## config.mk

```make
export PLATFORM = sky130hd
export DESIGN_NAME = puf_race_launcher
export DESIGN_NICKNAME = d
export VERILOG_FILES = /design/src/rtl/puf_race_launcher.sv
export SDC_FILE = /design/constraint.sdc
export NUM_CORES = 1
export LEC_CHECK = 0
export ABC_CLOCK_PERIOD_IN_PS = 4900
export CAP_MARGIN = 20
export CORE_UTILIZATION = 38
export CTS_CLUSTER_DIAMETER = 30
export DETAILED_ROUTE_END_ITERATION = 8
export HOLD_SLACK_MARGIN = 0.02
export SETUP_SLACK_MARGIN = 0.02
export SYNTH_ARGS = -nofsm -noshare
export SYNTH_HDL_FRONTEND = slang
export SYNTH_SLANG_ARGS = --single-unit
```

## constraint.sdc

```tcl
create_clock -name clk_i -period 4.9 [get_ports clk_i]
set_input_delay 0.49 -clock clk_i [delete_from_list [all_inputs] [get_ports clk_i]]
set_output_delay 0.49 -clock clk_i [all_outputs]
set_load 0.01 [all_outputs]
```

## src/rtl/puf_race_launcher.sv

```systemverilog
// Arbiter-PUF race launcher: walks an LFSR challenge sequence, fires one race edge per challenge
// and collects the synchronized arbiter bits into a response word. Optional macro: MAJORITY_VOTE_EN.
module puf_race_launcher #(
    parameter int unsigned RESP_W     = 16,
    parameter int unsigned PRE_CYC    = 4,
    parameter int unsigned SETTLE_CYC = 8
) (
    input  logic              clk_i,
    input  logic              rst_i,
    input  logic              start_i,
    input  logic [31:0]       seed_i,
    output logic [31:0]       chal_o,
    output logic              launch_o,
    input  logic              arb_in_i,
    output logic              busy_o,
    output logic [RESP_W-1:0] resp_o,
    output logic              resp_valid_o,
    input  logic              resp_ready_i
);

    typedef enum logic [2:0] {
        S_IDLE   = 3'd0,
        S_PRE    = 3'd1,
        S_RACE   = 3'd2,
        S_SAMPLE = 3'd3,
        S_NEXT   = 3'd4,
        S_DONE   = 3'd5
    } state_t;

    localparam int unsigned CNT_W = (RESP_W > 1) ? $clog2(RESP_W) : 1;
    localparam int unsigned PH_W  = 16;
    localparam logic [PH_W-1:0]  PRE_LAST    = PH_W'(PRE_CYC - 1);
    localparam logic [PH_W-1:0]  SETTLE_LAST = PH_W'(SETTLE_CYC - 1);
    localparam logic [CNT_W-1:0] CNT_LAST    = CNT_W'(RESP_W - 1);
    localparam logic [CNT_W-1:0] CNT_ONE     = CNT_W'(1);

    // Fibonacci LFSR x^32+x^22+x^2+x+1, shifting toward the MSB.
    function automatic logic [31:0] lfsr_step(input logic [31:0] c);
        return {c[30:0], c[31] ^ c[21] ^ c[1] ^ c[0]};
    endfunction

    function automatic logic maj3(input logic a, input logic b, input logic c);
        return (a & b) | (a & c) | (b & c);
    endfunction

    state_t             state_q;
    logic [31:0]        chal_q;
    logic               launch_q;
    logic               busy_q;
    logic [RESP_W-1:0]  resp_q;
    logic               valid_q;
    logic [CNT_W-1:0]   cnt_q;
    logic [PH_W-1:0]    ph_q;
    logic               sync1_q;
    logic               sync2_q;
`ifdef MAJORITY_VOTE_EN
    logic [1:0]         rep_q;
    logic [1:0]         votes_q;
`endif

    logic [31:0]        lfsr_d;
    logic [31:0]        seed_d;
    logic               sample_bit;
    logic [RESP_W-1:0]  resp_d;

    assign lfsr_d = lfsr_step(chal_q);
    assign seed_d = (seed_i == 32'h0) ? 32'h1 : seed_i;

`ifdef MAJORITY_VOTE_EN
    assign sample_bit = maj3(votes_q[0], votes_q[1], sync2_q);
`else
    assign sample_bit = sync2_q;
`endif

    // Response word with the current bit position replaced by the resolved sample.
    always_comb begin
        resp_d        = resp_q;
        resp_d[cnt_q] = sample_bit;
    end

    // Two-flop synchronizer for the asynchronous SR-arbiter output.
    always_ff @(posedge clk_i) begin
        if (rst_i) begin
            sync1_q <= 1'b0;
            sync2_q <= 1'b0;
        end else begin
            sync1_q <= arb_in_i;
            sync2_q <= sync1_q;
        end
    end

    // Sequencer: precharge, race, sample, advance challenge, then hold the word until taken.
    always_ff @(posedge clk_i) begin
        if (rst_i) begin
            state_q  <= S_IDLE;
            chal_q   <= 32'h0;
            launch_q <= 1'b0;
            busy_q   <= 1'b0;
            resp_q   <= '0;
            valid_q  <= 1'b0;
            cnt_q    <= '0;
            ph_q     <= '0;
`ifdef MAJORITY_VOTE_EN
            rep_q    <= 2'd0;
            votes_q  <= 2'b00;
`endif
        end else begin
            case (state_q)
                S_IDLE: begin
                    if (start_i) begin
                        chal_q   <= seed_d;
                        busy_q   <= 1'b1;
                        cnt_q    <= '0;
                        resp_q   <= '0;
                        ph_q     <= '0;
                        launch_q <= 1'b0;
`ifdef MAJORITY_VOTE_EN
                        rep_q    <= 2'd0;
                        votes_q  <= 2'b00;
`endif
                        state_q  <= S_PRE;
                    end else begin
                        state_q  <= S_IDLE;
                    end
                end
                S_PRE: begin
                    if (ph_q == PRE_LAST) begin
                        ph_q     <= '0;
                        launch_q <= 1'b1;
                        state_q  <= S_RACE;
                    end else begin
                        ph_q     <= ph_q + 16'd1;
                    end
                end
                S_RACE: begin
                    if (ph_q == SETTLE_LAST) begin
                        ph_q    <= '0;
                        state_q <= S_SAMPLE;
                    end else begin
                        ph_q    <= ph_q + 16'd1;
                    end
                end
                S_SAMPLE: begin
                    launch_q <= 1'b0;
`ifdef MAJORITY_VOTE_EN
                    // The first two samples are banked; the third resolves the vote.
                    if (rep_q == 2'd2) begin
                        resp_q  <= resp_d;
                        rep_q   <= 2'd0;
                        state_q <= S_NEXT;
                    end else begin
                        votes_q[rep_q[0]] <= sync2_q;
                        rep_q   <= rep_q + 2'd1;
                        state_q <= S_PRE;
                    end
`else
                    resp_q   <= resp_d;
                    state_q  <= S_NEXT;
`endif
                end
                S_NEXT: begin
                    chal_q <= lfsr_d;
                    if (cnt_q == CNT_LAST) begin
                        valid_q <= 1'b1;
                        state_q <= S_DONE;
                    end else begin
                        cnt_q   <= cnt_q + CNT_ONE;
                        state_q <= S_PRE;
                    end
                end
                S_DONE: begin
                    if (resp_ready_i) begin
                        valid_q <= 1'b0;
                        busy_q  <= 1'b0;
                        state_q <= S_IDLE;
                    end else begin
                        state_q <= S_DONE;
                    end
                end
                default: begin
                    state_q  <= S_IDLE;
                    launch_q <= 1'b0;
                    busy_q   <= 1'b0;
                    valid_q  <= 1'b0;
                end
            endcase
        end
    end

    assign chal_o       = chal_q;
    assign launch_o     = launch_q;
    assign busy_o       = busy_q;
    assign resp_o       = resp_q;
    assign resp_valid_o = valid_q;

endmodule
```

Yosys cells after proc, flatten, opt, wreduce, memory -nomap -nowiden:

Cells that the tools add are included.

* bits in registers: 76
* bits of input ports: 37
* output and inout bits: 51

* add/subtract/negate cells: 2
* magnitude comparators: 2
* equality and inequality tests: 14
* mux-type cells: 28
* bitwise gates (word level): 6
* reduce and logical (&&, ||, !) cells: 17

Operators with widths (number)
* 32-bit 2-to-1 mux: 2
* 32-bit one-hot mux with 2 select lines: 1
* 16-bit 2-to-1 mux: 3
* 16-bit one-hot mux with 3 select lines: 1
* 32-bit zero test: 1
* 16-bit one-hot mux with 2 select lines: 1
* 3-bit one-hot mux with 6 select lines: 1
* 16-bit by 1-bit adder with 16-bit output (second input constant): 1
* 16-bit bitwise mux: 1
* 16-bit by 2-bit equality test with 1-bit output (second input constant): 1
* 16-bit by 3-bit equality test with 1-bit output (second input constant): 1
* 3-bit 2-to-1 mux: 4
* 2-bit != test (second input constant): 6
* 3-bit AND reduction: 4
* 1-bit one-hot mux with 3 select lines: 3
* 4-bit 2-to-1 mux: 2
* 4-bit one-hot mux with 2 select lines: 1
* 2-bit AND reduction: 4
* 4-bit OR reduction: 2
* 1-bit 2-to-1 mux: 7
* 3-bit by 2-bit equality test with 1-bit output (second input constant): 2
* 3-bit equality test (second input constant): 2
* 4-bit by 5-bit < comparator with 1-bit output (second input constant): 1
* 4-bit by 1-bit adder with 4-bit output (second input constant): 1
* other kinds (11): 16

Longest topological paths before layout:

* word-level depth: 6
* gate-level depth with buffers: 8
* gate-level depth less buffers: 6

Worst setup path after synthesis:

OpenSTA, ideal clock, no wires.

* path kind: register -> register
* from: reg ph_q[0]
* to: reg ph_q[14]
* library setup time: 0.125 ns
* arrival: 1.597 ns
* data required time: 4.775 ns
* slack: 3.178 ns
* stages on the path, launching flop included: 8
* period minus slack after synthesis: 1.722 ns
* path through: dfxtp_1 -> ha_1 -> nand2_2 -> or4_1 -> buf_2 -> o21a_1 -> o22ai_1 -> o21ai_1

* longest elaborated chain between the ends: 3
* elaborated cells on any way between the ends: 6

RTL lines
* start: declaration: line 53 `logic [PH_W-1:0] ph_q;`
* start signal: assignment: line 132 `ph_q <= ph_q + 16'd1;`
* start signal: assignment: line 140 `ph_q <= ph_q + 16'd1;`
* 16-bit by 1-bit adder with 16-bit output (tied with other cells): line 132, 140
* 16-bit 2-to-1 mux, on equally long branches: line 136, 127
* 16-bit one-hot mux with 3 select lines *: line 108 `case (state_q)`

Mark *: on every way between the ends. The rest lies on a longest branch, timed or not.
A chain may end at the register's enable or synchronous reset.

Final worst setup path:

* from: reg state_q[2]
* to: reg cnt_q[3]

* longest elaborated chain between the ends: 3
* elaborated cells on any way between the ends: 7

RTL lines
* start: declaration: line 46 `state_t state_q;`
* start signal: assignment: line 95 `state_q <= S_IDLE;`
* start signal: assignment: line 121 `state_q <= S_PRE;`
* start signal: assignment: line 123 `state_q <= S_IDLE;`
* 3-bit equality test / 3-bit zero test (equally long branches): line 108
* 2-bit != test (no source line) / 2-bit nonzero test (equally long branches)
* 3-bit AND reduction (no source line)
* end signal: assignment: line 167 `cnt_q <= cnt_q + CNT_ONE;`
* end: declaration: line 52 `logic [CNT_W-1:0] cnt_q;`

Parallel ways exist; a longest one is shown, timed or not.

==> reports/qor.csv <==
stage,metric,value,unit
floorplan,die_w,98.0,µm
place,dpl.cell_count,574,
clock_network,clockBufferDepth,2,
place,post-dp-hpwl,6440,µm
yosys,syn_avg_cell_area,8.63,µm²
yosys,synthTopCellsByCount,"dfxtp_1, nor2_1, a21oi_1",
critical_path,crit_required,5130,ps
critical_path,path_buf_inv,2,
power_and_ir_drop,power.density,348,nW/µm²
critical_path,crit_chain,"inv_2, nor3_2, buf_4, nand4_1, a2111oi_0",
layout,final_nets,521,
detailed_routing,routedWlPerCell,16.0,µm
floorplan,boundaryPins,88,
clock_network,clk_pin_slew_worst_paths,70,ps
clock_network,cts_tree,done,
place,routabilityCongestion,0.776,
critical_path,crit_path_max_incr_delay,560,ps
detailed_routing,drt_iter0_drc,237,
global_routing,top_usage_layer,met2,
global_routing,grt_antenna_before_repair,0,
place,numPortBuffers,87,
flow_run,drv_cap,0,
outcome,status,"complete, but fails checks",
yosys,yosysUniqueCellTypes,53,
clock_network,clock_latency,350,ps
floorplan,rows,34,
sta,finalMaxSlewViolations,0,
detailed_routing,dr.pass1.iters,8,
sta,relSlewSlack,0.500,
layout,area_delta_synth_final,31.1,%
detailed_routing,drt-total-wl,9470,µm
detailed_routing,ant_nets,0,
power_and_ir_drop,power.leakage,1.53,nW
yosys,synth_warnings,0,
clock_network,ctsResizeCount,0,
global_routing,grt-ovfl-total,0,
critical_path,slowest_stage,nor3_2,
yosys,synthArstFlopShare,0,
yosys,yosysMostFrequentCell,dfxtp_1,
sta,rsz0062_at_grt,false,
floorplan,die_y,98.0,µm
yosys,synth_nets,448,
global_routing,grt_usage,0.199,
clock_network,cts.sinks,76,
layout,n_fill_cell,856,
sta,post-route-min-period,2260,ps
global_routing,use_met3,0.0487,
yosys,synth_area_leader_cell,dfxtp_1,
detailed_routing,drcViolationCount,4,
sta,setup_viol,0,
sta,fmax,0.442,GHz
critical_path,worst_ep_arrival_time,2490,ps
yosys,seq_area_frac_synth,0.434,
clock_network,hold_buffers,0,
clock_network,cts_buffers,9,
global_routing,grt_max_degree,39,
yosys,netlist_instances,406,
global_routing,gr-usage-met2,0.315,
critical_path,cp_max_fo,22,
sta,tns,0,ps
yosys,synth_top_area_share,0.434,
sta,hold_viol_final,0,
layout,drive_gt1_frac,0.0663,
layout,final_cells,591,
yosys,ys.flop_type,dfxtp_1,
critical_path,crit_path_end_kind,flip-flop,
sta,worst_pin_slew,745,ps
yosys,ys_ff_latch,76,
worst_hold_path,hp-class,flip-flop to flip-flop,
critical_path,crit_path_start_kind,flip-flop,
clock_network,postCtsSetupBuffers,0,
yosys,synthTopCellsByArea,"dfxtp_1, a222oi_1, nor2_1, a21oi_1, nand2_1",
sta,period_share,0.462,
critical_path,critical_path_class,flip-flop to flip-flop,
global_routing,grt_pass1_wl,15600,µm
detailed_routing,vias,3449,
outcome,violations,DRC,
clock_network,cts.htree.levels,3,
yosys,synth_edf_count,0,
detailed_routing,avgViaCountPerCell,5.84,
power_and_ir_drop,ir_drop,195,µV
clock_network,root_buffer,clkbuf_8,
sta,finClkSkew,13.1,ps
yosys,netlist_area,3500,µm²
global_routing,grt_pass1_vias,3166,
global_routing,grt_util_met1,0.263,
floorplan,core,8810,µm²
floorplan,dieArea,9610,µm²
floorplan,start_util,0.398,
layout,diodes,0,
critical_path,cp_top_family,simple AND/OR/NAND/NOR gates,
## stage by stage
| step | utilization | instance area, µm² | setup WS (ps) | total power, mW | hold WS (ps) |
|---|---|---|---|---|---|
| floorplan | - | 3500 | 3180 | 1.02 | 414 |
| global placement | 0.501 | 4410 | 2260 | 1.19 | 428 |
| detailed placement | 0.501 | 4410 | 2200 | 1.20 | 426 |
| CTS | 0.519 | 4570 | 2290 | 1.61 | 443 |
| global route | 0.522 | 4590 | 2390 | 1.69 | 454 |
| finish | 0.522 | 4590 | 2640 | 1.60 | 439 |
## worst reg2reg max path: cells and delay by family (launching register included)
kind	cells	cell delay, ps
AND/OR/NAND/NOR	2	710
flip-flops	1	520
buffers and inverters	2	520
AO/OA/AOI/OAI	1	400
## final timing paths
kind,from,to,slack (ps),cells after the start
max reg2reg,state_q[2],cnt_q[3],2640,5
max,state_q[2],cnt_q[3],2640,5
min reg2reg,sync1_q,sample_bit,440,1
min,sync1_q,sample_bit,440,1
## registers in the layout, summed over array words and instances, names as in the netlist
| register | cells |
|---|---|
| chal_o | 32 |
| ph_q | 16 |
| resp_o | 16 |
| cnt_q | 4 |
| state_q | 3 |
| busy_o | 1 |
| launch_o | 1 |
| resp_valid_o | 1 |
| sample_bit | 1 |
| sync1_q | 1 |
## layer usage
metal	vias up	share of wire	wire length, µm
met5	-	0	0
met4	0	0.016	151
met3	14	0.048	452
met2	95	0.47	4440
met1	1642	0.47	4430
li1	1698	-	-
## power by group
part	total [mW]	switching, mW	leakage, nW	internal (mW)
logic	0.453	0.238	0.833	0.214
clock network	0.403	0.225	0.0779	0.178
registers	0.745	0.0689	0.618	0.676
## cell type report
type                    count  area (µm²)  area share
flip-flops and latches     76        1520       0.331
clock buffers              10         128      0.0278
well taps                 108         135      0.0294
inverters                  13        48.8      0.0106
repair buffers             92         915       0.199
multi-input cells         287        1820       0.395
clock inverters             5        30.0     0.00654
## layout by cell type (no fill, tap or decap), types with 8 or more instances in the layout
master / synthesis / final
clkdlybuf4s50_1: 0 / 86
dfxtp_1: 76 / 76
nor2_1: 46 / 46
a21oi_1: 33 / 33
nand2_1: 32 / 32
a222oi_1: 31 / 31
nand3_1: 16 / 16
nor4_1: 14 / 14
o211ai_1: 13 / 13
inv_1: 11 / 11
nor3_1: 10 / 9
clkbuf_8: 0 / 9
nand4_1: 8 / 8
## logic make-up (layout without fill, tap and decap cells)
| group | count (synthesis) | after routing | synth area share |
|---|---|---|---|
| simple gates | 159 | 159 | 0.236 |
| fa+ha+maj | 5 | 5 | 0.0179 |
| flops | 76 | 76 | 0.434 |
| xor+xnor | 10 | 10 | 0.0250 |
| compound gates | 113 | 113 | 0.237 |
| buf+inv | 43 | 120 | 0.0500 |
Power figures use the tool's default switching activity.
